$ cat src/rtl/shift_frame_if.sv
// Parallel-side bundle for the serial frame controller.
// Master is the producer/consumer; slave is the controller.
interface shift_frame_if #(
  parameter int WIDTH = 4
) ();
  logic             tx_valid_i;
  logic [WIDTH-1:0] tx_data_i;
  logic             tx_ready_o;
  logic             rx_valid_o;
  logic [WIDTH-1:0] rx_data_o;
  logic             rx_perr_o;

  modport master (
    output tx_valid_i,
    output tx_data_i,
    input  tx_ready_o,
    input  rx_valid_o,
    input  rx_data_o,
    input  rx_perr_o
  );

  modport slave (
    input  tx_valid_i,
    input  tx_data_i,
    output tx_ready_o,
    output rx_valid_o,
    output rx_data_o,
    output rx_perr_o
  );
endinterface

$ cat src/rtl/shift_frame_ctrl.sv
// Serial frame sequencer: MSB-first shift out/in with an idle gap.
// Define PARITY_EN to append and check an even-parity bit per frame.
module shift_frame_ctrl #(
  parameter int WIDTH = 4,
  parameter int GAP   = 1
) (
  input  logic           clk,
  input  logic           reset_n,
  shift_frame_if.slave   bus,
  output logic           sd_o,
  output logic           sd_en_o,
  input  logic           sd_i,
  output logic           busy_o
);

`ifdef PARITY_EN
  localparam int N = WIDTH + 1;
`else
  localparam int N = WIDTH;
`endif
  localparam int CW = (N > 1) ? $clog2(N) : 1;
  localparam int GW = (GAP > 1) ? $clog2(GAP) : 1;
  localparam logic [CW-1:0] CNT_LAST = CW'(N - 1);
  localparam logic [GW-1:0] GAP_LAST = GW'((GAP > 0) ? GAP - 1 : 0);

  typedef enum logic [1:0] {
    S_IDLE,
    S_SHIFT,
    S_GAP
  } state_t;

  state_t           state, state_d;
  logic [CW-1:0]    cnt, cnt_d;
  logic [GW-1:0]    gcnt, gcnt_d;
  logic [N-1:0]     tx_sh, tx_sh_d;
  logic [N-2:0]     rx_sh, rx_sh_d;
  logic             sd_d, sd_en_d;
  logic             rdy, rdy_d;
  logic             rv, rv_d;
  logic [WIDTH-1:0] rdat, rdat_d;
  logic             perr, perr_d;
  logic             busy, busy_d;

  logic [N-1:0]     frame;
  logic [N-1:0]     full;

`ifdef PARITY_EN
  assign frame = {bus.tx_data_i, ^bus.tx_data_i};
`else
  assign frame = bus.tx_data_i;
`endif
  // Word as it will look once the current sd_i bit is shifted in
  assign full = {rx_sh, sd_i};

  always_ff @(posedge clk) begin
    if (!reset_n) begin
      state   <= S_IDLE;
      cnt     <= '0;
      gcnt    <= '0;
      tx_sh   <= '0;
      rx_sh   <= '0;
      sd_o    <= 1'b0;
      sd_en_o <= 1'b0;
      rdy     <= 1'b1;
      rv      <= 1'b0;
      rdat    <= '0;
      perr    <= 1'b0;
      busy    <= 1'b0;
    end else begin
      state   <= state_d;
      cnt     <= cnt_d;
      gcnt    <= gcnt_d;
      tx_sh   <= tx_sh_d;
      rx_sh   <= rx_sh_d;
      sd_o    <= sd_d;
      sd_en_o <= sd_en_d;
      rdy     <= rdy_d;
      rv      <= rv_d;
      rdat    <= rdat_d;
      perr    <= perr_d;
      busy    <= busy_d;
    end
  end

  always_comb begin
    state_d = state;
    cnt_d   = cnt;
    gcnt_d  = gcnt;
    tx_sh_d = tx_sh;
    rx_sh_d = rx_sh;
    sd_d    = 1'b0;
    sd_en_d = 1'b0;
    rdy_d   = rdy;
    rv_d    = 1'b0;
    rdat_d  = rdat;
    perr_d  = 1'b0;
    unique case (state)
      S_IDLE: begin
        if (bus.tx_valid_i && rdy) begin
          tx_sh_d = frame;
          sd_d    = frame[N-1];
          sd_en_d = 1'b1;
          rdy_d   = 1'b0;
          cnt_d   = '0;
          state_d = S_SHIFT;
        end
      end
      S_SHIFT: begin
        rx_sh_d = full[N-2:0];
        if (cnt == CNT_LAST) begin
          cnt_d = '0;
          rv_d  = 1'b1;
`ifdef PARITY_EN
          rdat_d = full[N-1:1];
          perr_d = ^full;
`else
          rdat_d = full;
`endif
          if (GAP == 0) begin
            rdy_d   = 1'b1;
            state_d = S_IDLE;
          end else begin
            gcnt_d  = '0;
            state_d = S_GAP;
          end
        end else begin
          cnt_d   = cnt + 1'b1;
          tx_sh_d = tx_sh << 1;
          sd_d    = tx_sh[N-2];
          sd_en_d = 1'b1;
        end
      end
      S_GAP: begin
        if (gcnt == GAP_LAST) begin
          rdy_d   = 1'b1;
          state_d = S_IDLE;
        end else begin
          gcnt_d = gcnt + 1'b1;
        end
      end
      default: begin
        rdy_d   = 1'b1;
        state_d = S_IDLE;
      end
    endcase
    busy_d = (state_d != S_IDLE);
  end

  assign bus.tx_ready_o = rdy;
  assign bus.rx_valid_o = rv;
  assign bus.rx_data_o  = rdat;
  assign bus.rx_perr_o  = perr;
  assign busy_o         = busy;

endmodule

$ cat src/flat_wrapper.sv
// flat-port wrapper written by rule: the top's interface ports become plain ports
module shift_frame_ctrl_flat 
#(
  parameter int WIDTH = 4,
  parameter int GAP   = 1
)
  (clk, reset_n, sd_o, sd_en_o, sd_i, busy_o, bus_tx_valid_i, bus_tx_data_i, bus_tx_ready_o, bus_rx_valid_o, bus_rx_data_o, bus_rx_perr_o);
  shift_frame_if #(.WIDTH(WIDTH)) bus_i ();
  input  logic clk;
  input  logic reset_n;
  output logic sd_o;
  output logic sd_en_o;
  input  logic sd_i;
  output logic busy_o;
  input wire logic [$bits(bus_i.tx_valid_i)-1:0] bus_tx_valid_i;
  input wire logic [$bits(bus_i.tx_data_i)-1:0] bus_tx_data_i;
  output wire logic [$bits(bus_i.tx_ready_o)-1:0] bus_tx_ready_o;
  output wire logic [$bits(bus_i.rx_valid_o)-1:0] bus_rx_valid_o;
  output wire logic [$bits(bus_i.rx_data_o)-1:0] bus_rx_data_o;
  output wire logic [$bits(bus_i.rx_perr_o)-1:0] bus_rx_perr_o;
  assign bus_i.tx_valid_i = bus_tx_valid_i;
  assign bus_i.tx_data_i = bus_tx_data_i;
  assign bus_tx_ready_o = bus_i.tx_ready_o;
  assign bus_rx_valid_o = bus_i.rx_valid_o;
  assign bus_rx_data_o = bus_i.rx_data_o;
  assign bus_rx_perr_o = bus_i.rx_perr_o;
  shift_frame_ctrl #(.WIDTH(WIDTH), .GAP(GAP)) u_core (.clk(clk), .reset_n(reset_n), .bus(bus_i), .sd_o(sd_o), .sd_en_o(sd_en_o), .sd_i(sd_i), .busy_o(busy_o));
endmodule
$ cat config.mk
export PLATFORM = sky130hd
export DESIGN_NAME = shift_frame_ctrl_flat
export DESIGN_NICKNAME = d
export VERILOG_FILES = /design/src/rtl/shift_frame_if.sv /design/src/rtl/shift_frame_ctrl.sv /design/src/flat_wrapper.sv
export SDC_FILE = /design/constraint.sdc
export NUM_CORES = 1
export LEC_CHECK = 0
export CAP_MARGIN = 20
export CORE_MARGIN = 10
export CORE_UTILIZATION = 40
export CTS_CLUSTER_SIZE = 12
export DETAILED_ROUTE_END_ITERATION = 16
export PLACE_DENSITY = 0.69
export SKIP_LAST_GASP = 1
export SLEW_MARGIN = 20
export SYNTH_ARGS = -nofsm -noshare
export SYNTH_HDL_FRONTEND = slang
export SYNTH_SLANG_ARGS = --single-unit
$ cat constraint.sdc
create_clock -name clk -period 1.1 [get_ports clk]
set_input_delay 0.33 -clock clk [delete_from_list [all_inputs] [get_ports clk]]
set_output_delay 0.33 -clock clk [all_outputs]
set_load 0.03 [all_outputs]
# Word-level counts from Yosys, hierarchy flattened
# Cells that the tools add are included.
[classes] addsub=2 n_eq_ne=7 muxes=23 bitwise=1 n_reduce_logical=11
[ops] op="2-bit two-way mux" n=5
[ops] op="1-bit two-way mux" n=9
[ops] op="2-bit AND reduction" n=4
[ops] op="3-bit two-way mux" n=2
[ops] op="1-bit case mux with 2 select lines" n=3
[ops] op="2-bit case mux with 3 select lines" n=1
[ops] op="3-bit case mux with 2 select lines" n=1
[ops] op="3-bit AND reduction" n=2
[ops] op="2-bit nonzero test" n=3
[ops] op="2-bit == test (second input constant)" n=2
[ops] op="2-bit by 1-bit != test with 1-bit output (second input constant)" n=2
[ops] op="2-bit != test (second input constant)" n=2
[ops] op="2-bit case mux with 2 select lines" n=1
[ops] op="1-bit case mux with 3 select lines" n=1
[ops] op="2-bit by 1-bit adder with 2-bit output (second input constant)" n=1
[ops] op="2-bit by 1-bit == test with 1-bit output (second input constant)" n=1
[ops] op="2-bit logical NOT" n=1
[ops] op="1-bit adder (second input constant)" n=1
[ops] op="1-bit logical AND" n=1
[ops] op="1-bit inverter" n=1
[totals] regBits=20 output_inout_bits=10 elab_cells=55

# Longest topological paths before layout
[logic_depth] depth_word=4 depth_mapped=4

# Least setup slack after synthesis
# OpenSTA, ideal clock, no wires.
[synth_path] path_kind="flip-flop to flip-flop" startpoint="register u_core.rdy, in the netlist u_core.bus.tx_ready_o" endpoint="register u_core.tx_sh[1]" t_arrival_ns=1.109 path_slack_ns=-0.081 path_stages_with_launch=4 path_cell_list="dfxtp_1 > nand3b_4 > a21oi_2 > mux2i_1"
[synth_between] elab_chain_cells=3
[synth_rtl] item="start: declaration" line="shift_frame_ctrl.sv:38" rtl="logic rdy, rdy_d;"
[synth_rtl] item="start signal: assignment" line="shift_frame_ctrl.sv:77" rtl="rdy <= rdy_d;"
[synth_rtl] item="1-bit logical AND" line="shift_frame_ctrl.sv:99" rtl="if (bus.tx_valid_i && rdy) begin"
[synth_rtl] item="2-bit by 1-bit != test with 1-bit output (no line)"
[synth_rtl] item="3-bit AND reduction (no line)"
[synth_rtl] item="end signal: assignment" line="shift_frame_ctrl.sv:73" rtl="tx_sh <= tx_sh_d;"
[synth_rtl] item="end: declaration" line="shift_frame_ctrl.sv:35" rtl="logic [N-1:0] tx_sh, tx_sh_d;"
# Every way passes these cells.
# A chain may end at the register's enable or synchronous reset.

# Final worst setup path
[layout_path] startpoint="register u_core.cnt[1]" endpoint="register u_core.tx_sh[2]"
[layout_between] elab_chain_cells=3
[layout_rtl] item="start: declaration" line="shift_frame_ctrl.sv:33" rtl="logic [CW-1:0] cnt, cnt_d;"
[layout_rtl] item="start signal: assignment" line="shift_frame_ctrl.sv:71" rtl="cnt <= cnt_d;"
[layout_rtl] item="2-bit == test" line="shift_frame_ctrl.sv:110" rtl="if (cnt == CNT_LAST) begin"
[layout_rtl] item="2-bit != test (no line)"
[layout_rtl] item="3-bit AND reduction (no line)"
# Every way passes these cells.

==> impl_results.md <==
* Cell Chain, Critical Path: ha_4, nand2b_4, a21oi_4, mux2i_1
* Worst-Skew Late Latency at 0.29 ns
* Commonest cells after routing, fill and taps aside: 10 x nor2_1, 10 x buf_6, 10 x buf_4, 10 x dfxtp_2, 9 x mux2i_1
* Syn_area_per_cell at 10.08 um^2
* Layout Skew at 0.002299 ns
* Core area at 1727 um^2
* Fillcell total at 157
* CTS tree: built
* CP max stage delay at 0.35 ns
* RSZ-0062 raised after global routing: true
* Drt first pass iters at 4
* Setup ws final at -0.01678 ns
* Pwr Total at 1.361 mW
* Pre-CTS WS at -0.4436 ns
* Fraction of layout cells with a size suffix above 1 at 0.4200
* Die Height at 62.89 um
* #FFs+latches synth at 19
* Storage element area at 400.4 um^2
* Tot GR Track Use at 0.08707
* CTS Hold Buffers Added at 0
* Area of the mapped netlist at 735.7 um^2
* Nets at 110
* Routability cong. at 0.6852
* Final setup vio count at 6
* CP max-delay cell: dfxtp_2
* ANT cells at 0
* Max Root-Sink Buffers at 2
* Routed Antenna Nets at 0
* Count of cell types in the netlist at 22
* Achievable Freq at 895.4 MHz
* Hold/Removal Path Class: reg2reg
* Max VDD drop at 0.0006912 V
* Worst setup SP type: register
* Pwr/cell area at 1254 nW/um^2
* Root buffer selected by CTS: clkbuf_4
* Max Cap Viol at 0
* Period utilisation layout at 1.015
* Yosys warns at 0
* Critical-path maximum fanout at 5
* Antenna violations before repair at 0
* Post-DP HPWL at 1.156 mm
* Vias at 622
* Largest net degree at the start of global routing at 12
* Multi-input logic area at 365.4 um^2
* Worst path top cell family by delay: flip-flops
* Global-route wire length before repair at 2.822 mm
* Top Ports at 18
* Drt wl/cell at 13.88 um
* Chip width at 62.89 um
* Syn nets at 82
* IO buf count at 16
* Post-Route WL at 1.735 mm
* Violations in the final reports: negative setup slack
* Vias in the first global route at 615
* Post-DR vias/cell at 4.976
* Worst path buffer plus inverter count at 0
* Layout area overhead at 47.45%
* CTS Buf Count at 3
* Row count at 15
* Leak pwr at 0.4815 nW
* Run status: complete, but fails checks
* Initial DRC Count at 16
* Initial Util at 0.4261
* Hold Violations, Final at 0
* CTS clk-pin slew, worst paths at 0.11 ns
* Worst path required time at 1.32 ns
* H-tree depth at 1
* Max Slew Vio Count at 0
* Post-synthesis cell count at 73
* Worst path arrival time at 1.34 ns
* Nature of the critical path endpoint: register
* Crit path kind: reg2reg
* DRC viols at 0
* Fin crit period at 1.117 ns
* Die area at 3955 um^2
* GRT overflow at 0
* Seq/Total Area, Yosys at 0.5170
* CTS Sinks at 19
==> timing repair <==
action	4_1_cts	5_1_grt
resized for setup	20	8
setup endpoints to repair	21	17
cloned	0	0
buffers inserted	3	0
pin swaps	2	0
==> kinds of logic after synthesis <==
group,synth area share
buffers and inverters,0.03401
muxes,0.1225
AOI/OAI and AO/OA,0.09524
adders and majority gates,0.01700
other,0.005097
and+or+nand+nor,0.2092
DFF,0.5170
==> worst register-to-register path, stage by stage, from the launching register on <==
cell and delay [ns]:
dfxtp_2 0.35, ha_4 0.17, nand2b_4 0.14, a21oi_4 0.18, mux2i_1 0.21
==> report_power, final <==
part / switching (mW) / leakage, nW / internal, mW
Sequential: 0.0305 / 0.160 / 0.729
Clock: 0.206 / 0.0177 / 0.135
Combinational: 0.123 / 0.304 / 0.137
==> cells in the mapped netlist <==
cell	instances	area [um^2]
a21oi_1	3	15.01
clkbuf_1	1	3.750
clkinv_1	1	3.750
o22ai_1	1	6.260
nand4b_1	1	8.760
o211ai_1	3	22.52
mux2i_1	9	90.09
conb_1	1	3.750
nand3b_4	1	20.02
and2_1	2	12.51
nor2_1	10	37.54
o21ai_0	2	10.01
ha_1	1	12.51
or3_1	1	6.260
buf_4	1	7.510
a21oi_2	1	8.760
a21o_1	1	7.510
dfxtp_1	19	380.4
nand2b_1	5	31.28
nand2_1	4	15.01
buf_2	2	10.01
nand3b_1	3	22.52
==> layout make-up <==
cell class,instances,share of cell area
clock buffers,3,0.02076
clock inverters,1,0.004614
inverters,1,0.003460
multi-input cells,49,0.3368
flip-flops and latches,19,0.3691
well taps,25,0.02884
repair buffers,27,0.2364
==> stage by stage <==
step | cell area, um^2 | setup TNS, ns | std cells | hold slack, ns | utilization
after CTS | 1066 | -0.03832 | 125 | 0.4752 | 0.6174
after global placement | 954.7 | -4.223 | 118 | 0.4364 | 0.5529
final | 1085 | -0.04683 | 125 | 0.4726 | 0.6283
after global routing | 1085 | -0.6036 | 125 | 0.4876 | 0.6283
after detailed placement | 954.7 | -4.512 | 118 | 0.4601 | 0.5529
after floorplan | 747.0 | 0 | 73 | 0.4296 | -
==> worst paths after layout <==
check	start	endpoint	slack (ns)	cells past startpoint
worst min-delay path	u_core.tx_sh[1]	u_core.tx_sh[1]	0.47	2
worst max-delay path	u_core.cnt[1]	u_core.tx_sh[2]	-0.02	4
worst min register to register	u_core.tx_sh[1]	u_core.tx_sh[1]	0.47	2
worst max register to register	u_core.cnt[1]	u_core.tx_sh[2]	-0.02	4
==> per-layer routing <==
layer	wire length, um	vias up	GRT usage
met2	890	15	0.1523
met5	0	-	0
met4	13	0	0.03352
met3	91	2	0.03226
met1	739	304	0.09173
li1	-	301	-
==> sequential cells by signal, summed over array words and instances, names as in the netlist <==
register	count
u_core.bus.tx_ready_o	1
u_core.busy_o	1
u_core.bus.rx_valid_o	1
u_core.sd_o	1
u_core.cnt	2
u_core.tx_sh	3
u_core.state	2
u_core.rx_sh	3
u_core.bus.rx_data_o	4
u_core.sd_en_o	1
Power figures use the tool's default switching activity.
